File: config.mk
export PLATFORM = sky130hd
export DESIGN_NAME = uart_tx_sequencer
export DESIGN_NICKNAME = d
export VERILOG_FILES = /design/src/rtl/uart_tx_sequencer.sv
export SDC_FILE = /design/constraint.sdc
export NUM_CORES = 1
export LEC_CHECK = 0
export CAP_MARGIN = 10
export CORE_MARGIN = 1.5
export CORE_UTILIZATION = 45
export CTS_CLUSTER_DIAMETER = 40
export DETAILED_ROUTE_END_ITERATION = 10
export PLACE_DENSITY = 0.74
export SYNTH_ARGS = -nofsm -noshare
export SYNTH_HDL_FRONTEND = slang
export SYNTH_SLANG_ARGS = --single-unit
File: constraint.sdc
create_clock -name clock -period 3.9 [get_ports clock]
set_input_delay 0.78 -clock clock [delete_from_list [all_inputs] [get_ports clock]]
set_output_delay 0.78 -clock clock [all_outputs]
set_load 0.05 [all_outputs]
File: src/rtl/uart_tx_sequencer.sv
// UART transmit sequencer: accepts a byte and line configuration via a
// ready/start handshake, latches it, and serialises START, 7/8 data bits
// (LSB first), optional parity and 1/2 STOP bits at max(baud_div,1) clocks
// per bit.
//
// Ports:
//   clock        system clock, rising edge
//   rst          asynchronous active-low reset
//   baud_div     clocks per bit (0 behaves as 1)
//   tx_start     send request, taken when tx_ready is high
//   data_in      payload byte, bit 0 sent first
//   data_length  0 = 7 data bits, 1 = 8 data bits
//   parity_type  01 = odd, 10 = even, otherwise none
//   stop_bits    0 = one stop bit, 1 = two stop bits
//   tx_out       serial line, idle high (registered)
//   tx_ready     block idle and able to accept (registered)
//   tx_busy      frame in flight (registered)
//   tx_done      one-cycle pulse after the final stop bit (registered)
module uart_tx_sequencer #(
    parameter int unsigned DIV_WIDTH = 16
) (
    input  logic                 clock,
    input  logic                 rst,
    input  logic [DIV_WIDTH-1:0] baud_div,
    input  logic                 tx_start,
    input  logic [7:0]           data_in,
    input  logic                 data_length,
    input  logic [1:0]           parity_type,
    input  logic                 stop_bits,
    output logic                 tx_out,
    output logic                 tx_ready,
    output logic                 tx_busy,
    output logic                 tx_done
);

    localparam int unsigned DATA_W = 8;
    localparam int unsigned IDX_W  = 3;

    typedef enum logic [2:0] {
        S_IDLE,
        S_START,
        S_DATA,
        S_PARITY,
        S_STOP
    } state_t;

    state_t               state_q, state_d;
    logic [DIV_WIDTH-1:0] cnt_q, cnt_d;
    logic [DIV_WIDTH-1:0] period_q, period_d;
    logic [IDX_W-1:0]     idx_q, idx_d;
    logic [DATA_W-1:0]    shift_q, shift_d;
    logic                 len8_q, len8_d;
    logic                 has_par_q, has_par_d;
    logic                 par_q, par_d;
    logic                 stop2_q, stop2_d;

    logic                 tx_out_d;
    logic                 busy_d;
    logic                 done_d;
    logic                 bit_end;
    logic [DATA_W-1:0]    data_mask;

    assign bit_end   = (cnt_q == '0);
    assign data_mask = data_length ? 8'hFF : 8'h7F;

    // State register and registered outputs
    always_ff @(posedge clock or negedge rst) begin
        if (!rst) begin
            state_q   <= S_IDLE;
            cnt_q     <= '0;
            period_q  <= '0;
            idx_q     <= '0;
            shift_q   <= '0;
            len8_q    <= 1'b0;
            has_par_q <= 1'b0;
            par_q     <= 1'b0;
            stop2_q   <= 1'b0;
            tx_out    <= 1'b1;
            tx_ready  <= 1'b1;
            tx_busy   <= 1'b0;
            tx_done   <= 1'b0;
        end else begin
            state_q   <= state_d;
            cnt_q     <= cnt_d;
            period_q  <= period_d;
            idx_q     <= idx_d;
            shift_q   <= shift_d;
            len8_q    <= len8_d;
            has_par_q <= has_par_d;
            par_q     <= par_d;
            stop2_q   <= stop2_d;
            tx_out    <= tx_out_d;
            tx_ready  <= ~busy_d;
            tx_busy   <= busy_d;
            tx_done   <= done_d;
        end
    end

    // Next-state, counters and output decode
    always_comb begin
        state_d   = state_q;
        cnt_d     = cnt_q;
        period_d  = period_q;
        idx_d     = idx_q;
        shift_d   = shift_q;
        len8_d    = len8_q;
        has_par_d = has_par_q;
        par_d     = par_q;
        stop2_d   = stop2_q;
        done_d    = 1'b0;

        case (state_q)
            S_IDLE: begin
                if (tx_start) begin
                    period_d  = (baud_div == '0) ? DIV_WIDTH'(1) : baud_div;
                    cnt_d     = period_d - DIV_WIDTH'(1);
                    shift_d   = data_in;
                    len8_d    = data_length;
                    has_par_d = (parity_type == 2'b01) || (parity_type == 2'b10);
                    // XOR of data gives even parity; odd parity is its complement
                    par_d     = (^(data_in & data_mask)) ^ (parity_type == 2'b01);
                    stop2_d   = stop_bits;
                    state_d   = S_START;
                end
            end
            S_START: begin
                if (bit_end) begin
                    cnt_d   = period_q - DIV_WIDTH'(1);
                    idx_d   = '0;
                    state_d = S_DATA;
                end else begin
                    cnt_d = cnt_q - DIV_WIDTH'(1);
                end
            end
            S_DATA: begin
                if (bit_end) begin
                    cnt_d = period_q - DIV_WIDTH'(1);
                    if (idx_q == (len8_q ? IDX_W'(7) : IDX_W'(6))) begin
                        idx_d   = '0;
                        state_d = has_par_q ? S_PARITY : S_STOP;
                    end else begin
                        idx_d   = idx_q + IDX_W'(1);
                        shift_d = shift_q >> 1;
                    end
                end else begin
                    cnt_d = cnt_q - DIV_WIDTH'(1);
                end
            end
            S_PARITY: begin
                if (bit_end) begin
                    cnt_d   = period_q - DIV_WIDTH'(1);
                    idx_d   = '0;
                    state_d = S_STOP;
                end else begin
                    cnt_d = cnt_q - DIV_WIDTH'(1);
                end
            end
            S_STOP: begin
                if (bit_end) begin
                    cnt_d = period_q - DIV_WIDTH'(1);
                    if (idx_q == IDX_W'(stop2_q)) begin
                        state_d = S_IDLE;
                        done_d  = 1'b1;
                    end else begin
                        idx_d = idx_q + IDX_W'(1);
                    end
                end else begin
                    cnt_d = cnt_q - DIV_WIDTH'(1);
                end
            end
            default: state_d = S_IDLE;
        endcase

        // Line level follows the state being entered so it is registered
        case (state_d)
            S_START:  tx_out_d = 1'b0;
            S_DATA:   tx_out_d = shift_d[0];
            S_PARITY: tx_out_d = par_q;
            default:  tx_out_d = 1'b1;
        endcase
        busy_d = (state_d != S_IDLE);
    end

endmodule
==> results.yml <==
outcome:
  status: "finished clean"
layout:
  final_cells: 501
  area_delta_synth_final_pct: 16.5
  fin_nets: 438
  num_antenna_cells: 0
  seqCellArea_mm2: 0.00135
  multi_input_area_mm2: 0.00168
  fillers: 601
  drive_gt1_share_pct: 7.16
cts:
  cts.path.max_buffers: 2
  hold_buffers: 0
  path_clk_slew_ns: 0.10
  cts_setup_buffers: 0
  cts_tree: "built"
  root_buffer: "clkbuf_8"
  cts.repair.resized: 0
  cts_buffers: 5
  insertion_delay_ns: 0.31
  clock_sinks: 54
  cts_htree_levels: 2
worst_setup_path:
  crit_chain: "clkdlybuf4s50_1 -> nor4_1 -> buf_4 -> a41oi_1 -> a21o_1 -> ha_1 -> inv_1 -> a211oi_2 -> a311o_2 -> nor3b_4 -> or4b_1 -> xor2_1 -> o21ai_1"
  worst-setup-path-type: "input port to flip-flop"
  cpPeakStageDelay_ns: 0.55
  worstPathRequired_ns: 4.15
  cpMaxStageDelayCell: "clkdlybuf4s50_1"
  critPathLaunch: "baud_div[5]"
  end_kind: "flip-flop"
  cp-start-kind: "input port"
  setup.worst_path.end: "cnt_q[12]"
  path_max_fanout: 5
  worstPathArrival_ns: 3.74
  r2r-start: "state_q[0]"
  ff2ff_setup_slack_ns: 0.48
  reg2regPathDepth: 12
  reg2reg_to: "cnt_q[12]"
timing:
  fin_crit_ns: 3.49
  rsz0062_at_grt: "false"
  finalHoldViolations: 0
  worst_slack_ns: 0.409
  period_share_pct: 89.5
  setup_violations: 0
  slew_violations: 0
  tns_ns: 0
  fmax_mhz: 286
  worst_pin_slew_ns: 0.935
  maxSlewHeadroom_pct: 37.4
  skew_ns: 0.0143
placement:
  port_buffers: 34
  placed_cells: 493
  place_hpwl_um: 5500
  gp_congestion: 0.858
  place_ws_ns: 0.154
logic_synthesis:
  synth_edf_count: 0
  synth_cell_types: 52
  yosysSeqAreaShare_pct: 42.9
  ys_warn_count: 0
  synth_top_flop_cell: "dfrtp_1"
  yosys.area_share.xor_xnor_pct: 6.11
  yosys.area_share.simple_pct: 25.3
  synth_top_family_by_area: "simple AND/OR/NAND/NOR gates"
  synth_area_mm2: 0.00315
  synth_top_area_share_pct: 41.3
  synth_nets: 405
  synth_compound_area_share_pct: 18.5
  syn_area_per_cell_um2: 8.50
  synthAdderAreaFrac_pct: 1.19
  synthMuxAreaShare_pct: 2.02
  synthCells: 371
  ys_seq_elements: 54
  async_flop_share_pct: 100
  synth_top_area_cell: "dfrtp_1"
  yosys-top-cells-area: "dfrtp_1 (41%), nand2_1 (11%), o21ai_0 (5.1%)"
routing:
  dr.pass1.iters: 5
  wirelength_um: 7800
  avgViaCountPerCell: 5.72
  ant_nets: 0
  avgRoutedWirePerCell_um: 15.6
  drc: 0
  vias: 2864
  drtIter0Drc: 191
floorplanning:
  ios: 35
  fp-row-count: 30
  initial_core_util_pct: 46.4
  die_area_mm2: 0.00752
  core_mm2: 0.00679
  die_y_um: 86.7
  die_w_um: 86.7
global_routing:
  grt_max_degree: 35
  grt_pass1_vias: 2719
  grt_pass1_wl_um: 13200
  grt_overflow: 0
  grtUsageTotal_pct: 22.1
  antenna_found_initial: 0
power_and_ir_drop:
  powerDensity_mw_per_mm2: 259
  vdd_ir_drop_max_v: 0.000117
  p_leak_nw: 1.61
run:
  max-cap-violations: 0
worst_hold_path:
  hold_path_startpoint: "shift_q[0]"
  hold_path.class: "flip-flop to flip-flop"
logic make-up after synthesis:
| group | Yosys count |
|---|---|
| buffers and inverters | 25 |
| adder cells (fa/ha/maj) | 3 |
| multiplexers | 6 |
| XOR/XNOR | 22 |
| AO/OA/AOI/OAI | 91 |
| AND/OR/NAND/NOR | 170 |
| flip-flops | 54 |
routing by layer:
layer	vias up	wire, um	global-route usage (%)
met2	111	3680	35.2
met5	-	0	0
met4	0	143	7.18
met1	1362	3590	31.1
li1	1377	-	-
met3	14	389	3.43
critical path, delay by kind of cell:
kind                     cells  cell delay, ns
AO/OA/AOI/OAI                5            0.93
XOR/XNOR                     1            0.16
adder cells (fa/ha/maj)      1            0.23
buffers and inverters        3            0.79
AND/OR/NAND/NOR              3            0.88
layout make-up:
| cell class | count | share of cell area [%] |
|---|---|---|
| Clock buffer | 7 | 2.08 |
| Clock inverter | 1 | 0.204 |
| Inverter | 6 | 0.613 |
| Multi-Input combinational cell | 292 | 45.6 |
| Sequential cell | 54 | 36.8 |
| Tap cell | 96 | 3.27 |
| Timing Repair Buffer | 45 | 11.4 |
sequential cells by signal, indices dropped and copies added, names as in the netlist, 3 cells and up:
name and cells:
cnt_q 16, period_q 16, shift_q 8, idx_q 3
state_q 3
worst min-delay path by stage:
stage | end | slack (ns) | depth (start not counted)
after CTS | shift_q[0] | 0.49 | 1
after global placement | shift_q[1] | 0.46 | 2
after detailed placement | shift_q[0] | 0.47 | 1
after global routing | shift_q[0] | 0.50 | 1
final | shift_q[0] | 0.49 | 1
after floorplan | period_q[12] | 0.45 | 2
through the flow:
step	power [mW]	utilization, %	cell area [um2]	hold slack [ns]
6_report	0.950	54.1	3680	0.488
5_1_grt	0.987	54.1	3680	0.499
4_1_cts	0.960	54.1	3680	0.488
3_3_place_gp	0.646	52.9	3590	0.458
2_1_floorplan	0.590	-	3150	0.445
3_5_place_dp	0.646	52.9	3590	0.465
cell usage in the layout, fill, tap and decap left out, drive strengths merged, types with 7 or more instances in the layout:
cell type	netlist	final
buf	10	12
nor3	7	7
a21oi	16	16
clkbuf	9	7
nand3	9	9
clkdlybuf4s50	0	33
nor2	24	24
dfrtp	52	52
a22oi	10	10
xnor2	15	15
xor2	7	7
nand2	94	94
nor4	12	12
o21ai	34	34
synth_stat cells, drive strengths merged, types with 3 or more instances:
library cell / instances
o211ai: 5
nand3: 9
nor2: 24
a211oi: 6
and3: 3
nor3: 7
or3: 4
buf: 10
mux2: 3
xor2: 7
nor4: 12
nand2: 94
a21oi: 16
dfrtp: 52
a21o: 3
xnor2: 15
ha: 3
mux2i: 3
clkbuf: 9
inv: 6
o21ai: 34
a22oi: 10
where the power goes:
group	internal, mW	switching [mW]
clock	0.128	0.188
sequential	0.560	0
combinational	0.0402	0.0351
(Power assumes the default switching activity.)
